**src/rtl/frame_capture.sv**
```systemverilog
// Sink for a raster pixel stream: requests one frame, accepts every pixel and
// writes a rectangular window into a linear row-major buffer.
module frame_capture #(
    parameter int FRAME_W = 800,
    parameter int FRAME_H = 600,
    parameter int WIN_X   = 300,
    parameter int WIN_Y   = 225,
    parameter int WIN_W   = 200,
    parameter int WIN_H   = 150,
    parameter int ADDR_W  = 15,
    parameter int TIMEOUT = 4096
) (
    input  logic              clock,
    input  logic              reset,
    input  logic              capture,
    input  logic              stall,
    output logic              start,
    input  logic              start_ack,
    input  logic              valid,
    input  logic [7:0]        pixel,
    output logic              ready,
    output logic              wr_en,
    output logic [ADDR_W-1:0] wr_addr,
    output logic [7:0]        wr_data,
    output logic              busy,
    output logic              done,
    output logic              err,
    output logic [1:0]        dbg_state
);

    localparam int TCNT_W = $clog2(TIMEOUT + 1);

    localparam logic [9:0]        COL_LAST = 10'(FRAME_W - 1);
    localparam logic [9:0]        ROW_LAST = 10'(FRAME_H - 1);
    localparam logic [9:0]        X_LO     = 10'(WIN_X);
    localparam logic [9:0]        X_HI     = 10'(WIN_X + WIN_W);
    localparam logic [9:0]        Y_LO     = 10'(WIN_Y);
    localparam logic [9:0]        Y_HI     = 10'(WIN_Y + WIN_H);
    localparam logic [TCNT_W-1:0] TO_LAST  = TCNT_W'(TIMEOUT - 1);

    typedef enum logic [1:0] {
        S_IDLE  = 2'd0,
        S_REQ   = 2'd1,
        S_ACKLO = 2'd2,
        S_RECV  = 2'd3
    } state_t;

    state_t            state;
    state_t            next_state;
    logic [9:0]        row;
    logic [9:0]        col;
    logic [ADDR_W-1:0] idx;
    logic [TCNT_W-1:0] tcnt;

    logic xfer;
    logic last_px;
    logic hit;
    logic tick;
    logic abort;

    // Pixel handshake: a pixel moves on a rising clock edge exactly when valid
    // and ready are both high; ready never depends on valid, and the source must
    // hold pixel stable while valid is high and ready is low.
    always_comb begin
        next_state = state;
        start      = (state == S_REQ);
        ready      = (state == S_RECV) && !stall;
        busy       = (state != S_IDLE);
        dbg_state  = state;
        xfer       = ready && valid;
        last_px    = (row == ROW_LAST) && (col == COL_LAST);
        hit        = (col >= X_LO) && (col < X_HI) && (row >= Y_LO) && (row < Y_HI);

        case (state)
            S_IDLE:  if (capture)          next_state = S_REQ;
            S_REQ:   if (start_ack)        next_state = S_ACKLO;
            S_ACKLO: if (!start_ack)       next_state = S_RECV;
            S_RECV:  if (xfer && last_px)  next_state = S_IDLE;
            default:                       next_state = S_IDLE;
        endcase

        // Idle cycles only accumulate while the state is holding and nothing moved.
        tick  = busy && (next_state == state) && !xfer;
        abort = tick && (tcnt == TO_LAST);
        if (abort) begin
            next_state = S_IDLE;
        end
    end

    always_ff @(posedge clock or negedge reset) begin
        if (!reset) begin
            state <= S_IDLE;
        end else begin
            state <= next_state;
        end
    end

    always_ff @(posedge clock or negedge reset) begin
        if (!reset) begin
            row     <= '0;
            col     <= '0;
            idx     <= '0;
            tcnt    <= '0;
            wr_en   <= 1'b0;
            wr_addr <= '0;
            wr_data <= '0;
            done    <= 1'b0;
            err     <= 1'b0;
        end else begin
            done <= xfer && last_px;
            err  <= abort;

            if (next_state != state) begin
                tcnt <= '0;
            end else if (xfer) begin
                tcnt <= '0;
            end else if (busy) begin
                tcnt <= tcnt + 1'b1;
            end

            if (state == S_ACKLO && next_state == S_RECV) begin
                row <= '0;
                col <= '0;
            end else if (xfer) begin
                if (col == COL_LAST) begin
                    col <= '0;
                    row <= row + 1'b1;
                end else begin
                    col <= col + 1'b1;
                end
            end

            // The write address is the running count of window pixels this frame.
            if (state == S_ACKLO && next_state == S_RECV) begin
                idx   <= '0;
                wr_en <= 1'b0;
            end else if (xfer && hit) begin
                wr_en   <= 1'b1;
                wr_data <= pixel;
                wr_addr <= idx;
                idx     <= idx + 1'b1;
            end else begin
                wr_en <= 1'b0;
            end
        end
    end

endmodule

```
**config.mk**
```make
export PLATFORM = sky130hd
export DESIGN_NAME = frame_capture
export DESIGN_NICKNAME = d
export VERILOG_FILES = /design/src/rtl/frame_capture.sv
export SDC_FILE = /design/constraint.sdc
export NUM_CORES = 1
export LEC_CHECK = 0
export BUFFER_PORTS_ARGS = -buffer_cell sky130_fd_sc_hd__buf_2
export CELL_PAD_IN_SITES_DETAIL_PLACEMENT = 1
export CELL_PAD_IN_SITES_GLOBAL_PLACEMENT = 2
export CORE_MARGIN = 2
export CORE_UTILIZATION = 39
export CTS_CLUSTER_SIZE = 14
export DETAILED_ROUTE_END_ITERATION = 7
export PLACE_DENSITY_LB_ADDON = 0.25
export SYNTH_ARGS = -nofsm -noshare
export SYNTH_HDL_FRONTEND = slang
export SYNTH_SLANG_ARGS = --single-unit
```
**constraint.sdc**
```tcl
create_clock -name clock -period 3.67 [get_ports clock]
set_clock_uncertainty 0.2 [all_clocks]
set_input_delay 0.367 -clock clock [delete_from_list [all_inputs] [get_ports clock]]
set_output_delay 0.367 -clock clock [all_outputs]
set_load 0.005 [all_outputs]
```
==> impl.org <==
** Clock network
- Count of hold-fix buffers inserted at cts :: 8
- Post-CTS Setup Bufs :: 0
- After clock tree synthesis, the clock-pin slew on the worst setup and hold paths is 0.09 ns.
- Post-cts resize count :: 0
- No sink is reached through more buffers than the 2 on the longest clock path.
- TritonCTS built the clock tree.
- Cell at the root of the clock tree :: clkbuf_8
- The tree built by TritonCTS fans out to 76 sinks.
- Clock buffers created by TritonCTS :: 9
- The H-tree was split into 3 levels.
- Worst-Skew Late Latency :: 0.36 ns

** Synth
- Post-synthesis sequential area ratio :: 0.5005
- In this run the mean area of a mapped cell was 9.091 um^2.
- The area fraction in compound gates after synthesis was 0.1366.
- Largest family of logic cells by synthesized area :: simple AND/OR/NAND/NOR gates
- In the synthesized netlist the async set-or-reset flop fraction comes to 1.000.
- Multiplexer fraction of the synthesized cell area :: 0.002634
- Synth cell types :: 52
- Counting every net in the synthesized netlist gives 439.
- Synth area leaders :: dfrtp_1 50%, nand2_1 8.2%, nor2_1 3.9%
- In this run, synthesis produced a sequential element count of 76.
- The Yosys step of the flow raised 0 warnings.
- Synthesis handed over a netlist of 418 instances.
- Post-synthesis cell type with the largest combined area :: dfrtp_1
- Post-synth EDFFs :: 0
- The cell area that synthesis handed to floorplanning was 3800 um^2.
- For this run, the leading register cell type out of synthesis is dfrtp_1.
- Of the post-synthesis cell area, the dominant cell type holds 0.5005.
- Of the total synthesized cell area, the portion taken by AND, OR, NAND and NOR gates is 0.2555.
- Xor and xnor area share after synthesis :: 0.04149
- Of the total synthesized cell area, the portion taken by full adders, half adders and majority gates is 0.02305.

** Floorplanning
- Core area :: 9594 um^2
- Die outline width :: 102.7 um
- 45 I/O pins were placed.
- Die area :: 10550 um^2
- The initial utilization of the core area, before any placement, comes to 0.3961.
- The floorplan has 36 rows.
- Vertical extent of the die :: 102.7 um

** Routing
- Wire length per cell after detailed routing :: 15.42 um
- Vias after detailed routing :: 3192
- Post-Route WL :: 9390 um
- After detailed routing, the number of remaining DRC violations is 0.
- Antenna Violating Nets Remaining :: 0
- In the routed layout, each cell is associated on average with a via count of 5.241.
- Number of iterations in the first detailed-routing pass :: 4
- The first routing iteration left 94 violations.

** Finish
- Area taken by flip-flops and latches :: 1902 um^2
- Leaving out fill and tap cells, the most frequent cell in the layout is nand2_1.
- The library cells used most frequently in the layout, excluding fill and tap cells, are 83 x nand2_1, 76 x dfrtp_1, 43 x buf_2.
- 0 antenna diodes ended up in the layout.
- From synthesis to final layout, the design area changed by 16.56%.
- After the last flow step, the layout net total stands at 492.
- In the final layout, the share of cells above drive strength 1 is 0.1597.
- Filler instances :: 1159
- Post-route cell area :: 4429 um^2
- Area of combinational cells with multiple inputs :: 1745 um^2

** STA
- Final critical delay including setup and external delays :: 2.817 ns
- Final count of pins violating max slew :: 0
- Worst setup margin :: 0.8527 ns
- Slew headroom :: 0.3491
- On the final layout, the worst hold slack is -0.04061 ns.
- Unrepaired setup endpoints after global routing :: no
- Setup TNS Final :: 0 ns
- Final critical-path share of the clock period :: 0.7677
- Setup violations remaining at the end of the flow were counted as 0.
- Transition time of the tightest slew-check pin :: 0.9763 ns
- Max Clock Freq :: 355.0 MHz
- Count of endpoints failing hold in the final timing report :: 62

** Placement
- Once placement finished, the instance area stood at 4145 um^2.
- Number of buffers added on ports :: 44
- Detailed placement finished with a half-perimeter wire length of 6270 um.
- Prior to clock tree synthesis, the placed netlist has a worst setup slack of 0.8236 ns.
- Final RePlAce weighted congestion :: 0.8131

** Status
- The run finished, with violations left.
- The final reports fail on hold timing.

** Hold path
- The path class of the tightest hold or removal check is input pin to asynchronous set/reset pin.

** Pwr
- Of the total power, registers draw 0.534.
- Power Internal :: 1.266 mW
- For this design the ratio of total power to cell area is 397.0 nW/um^2.
- Gate power share :: 0.082
- Of the total power, the share spent switching nets is 0.2800.
- Fraction of power consumed by the clock network :: 0.383
- The analysis attributes to cell leakage a power of 2.112 nW.
- The worst-case IR drop observed on VDD is 140.1 uV.
- Sw Pwr :: 0.4924 mW

** GRT
- Antenna violations before repair :: 0
- The first global-routing pass estimated 15650 um of wire.
- Sum of overflow across all layers after global routing :: 0
- Total track usage :: 0.1908
- Vias in the first global route :: 3202
- Pin count of the biggest net entering global routing :: 77

** Setup path
- Maximum fanout count along the critical path :: 20
- The number of cells on the worst reg-to-reg path is 8.
- Setup slack on the worst reg-to-reg path comes out at 0.85 ns.
- The worst setup path is of the register to register kind.
- CP Capture Type :: register
- Data on the critical path is required at its endpoint by 3.76 ns.
- Data arrival, critical path :: 2.91 ns
- STA classifies the critical path startpoint as a register.

** Run
- The tool flagged a number of max-cap violations equal to 0.
## critical path, cell delays in order (launching register included)
cell and delay, ns:
dfrtp_1 0.44, inv_1 0.12, ha_1 0.17, nor4_1 0.05, a211o_1 0.31, a211o_1 0.53, buf_4 0.29, or4_1 0.50
a21oi_1 0.14
## layer usage
metal  up-vias  share of wire  global-route usage
met5         -              0                   0
met2        35           0.50              0.3273
met3        11          0.021             0.03051
met1      1579           0.47              0.2443
met4         0          0.013             0.06769
li1       1567              -                   -
## synthesized netlist by cell type (all sizes together), types with 3 or more instances
| master | n |
|---|---|
| a21oi | 28 |
| and3 | 4 |
| and4 | 3 |
| buf | 12 |
| clkbuf | 6 |
| dfrtp | 76 |
| ha | 7 |
| inv | 12 |
| nand2 | 83 |
| nand3 | 19 |
| nand4 | 7 |
| nor2 | 40 |
| nor2b | 4 |
| nor3 | 8 |
| nor3b | 3 |
| nor4 | 4 |
| o2111ai | 4 |
| o211ai | 3 |
| o21ai | 25 |
| o31ai | 9 |
| or3 | 9 |
| or4 | 6 |
| xnor2 | 5 |
| xor2 | 13 |
## power groups by stage
stage               Sequential, mW  Clock [mW]  Combinational (mW)
floorplan                    0.935           0              0.0953
global placement             0.951           0               0.134
detailed placement           0.953           0               0.141
CTS                          0.938       0.699               0.149
global route                 0.950       0.735               0.171
finish                       0.939       0.674               0.145
## registers in the layout, summed over array words and instances (netlist names)
signal,flops
col,10
dbg_state,2
done,1
err,1
idx,15
row,10
tcnt,13
wr_addr,15
wr_data,8
wr_en,1
## layout make-up
cell class                 instances  share of cell area
multi-input combinational        311              0.3941
tap                              133             0.03757
clock inverter                     7             0.01808
timing repair buffer              60             0.08192
inverter                          13             0.01102
clock buffer                       9             0.02797
sequential                        76              0.4294
## final timing paths
| kind | end | startpoint |
|---|---|---|
| max | idx[13] | row[1] |
| min | row[2] | reset |
| max reg2reg | idx[13] | row[1] |
| min reg2reg | wr_addr[4] | wr_addr[4] |
| max in group asynchronous | col[3] | reset |
| min in group clock | dbg_state[1] | start_ack |
## per-stage QoR
step / std cells / total power, mW / util / hold WS [ns]
after floorplan: 418 / 1.030 / - / -0.1286
after global placement: 585 / 1.085 / 0.4321 / 0.2552
after detailed placement: 585 / 1.094 / 0.4321 / 0.2604
after CTS: 609 / 1.787 / 0.4617 / 0.009554
after global routing: 609 / 1.856 / 0.4617 / 0.04027
final: 609 / 1.758 / 0.4617 / -0.04061
## cell families after synthesis
group	count (synthesis)
xor+xnor	18
simple gates	200
mux	1
fa+ha+maj	7
compound gates	85
flops	76
buf+inv	31
Power figures use the tool's default switching activity.
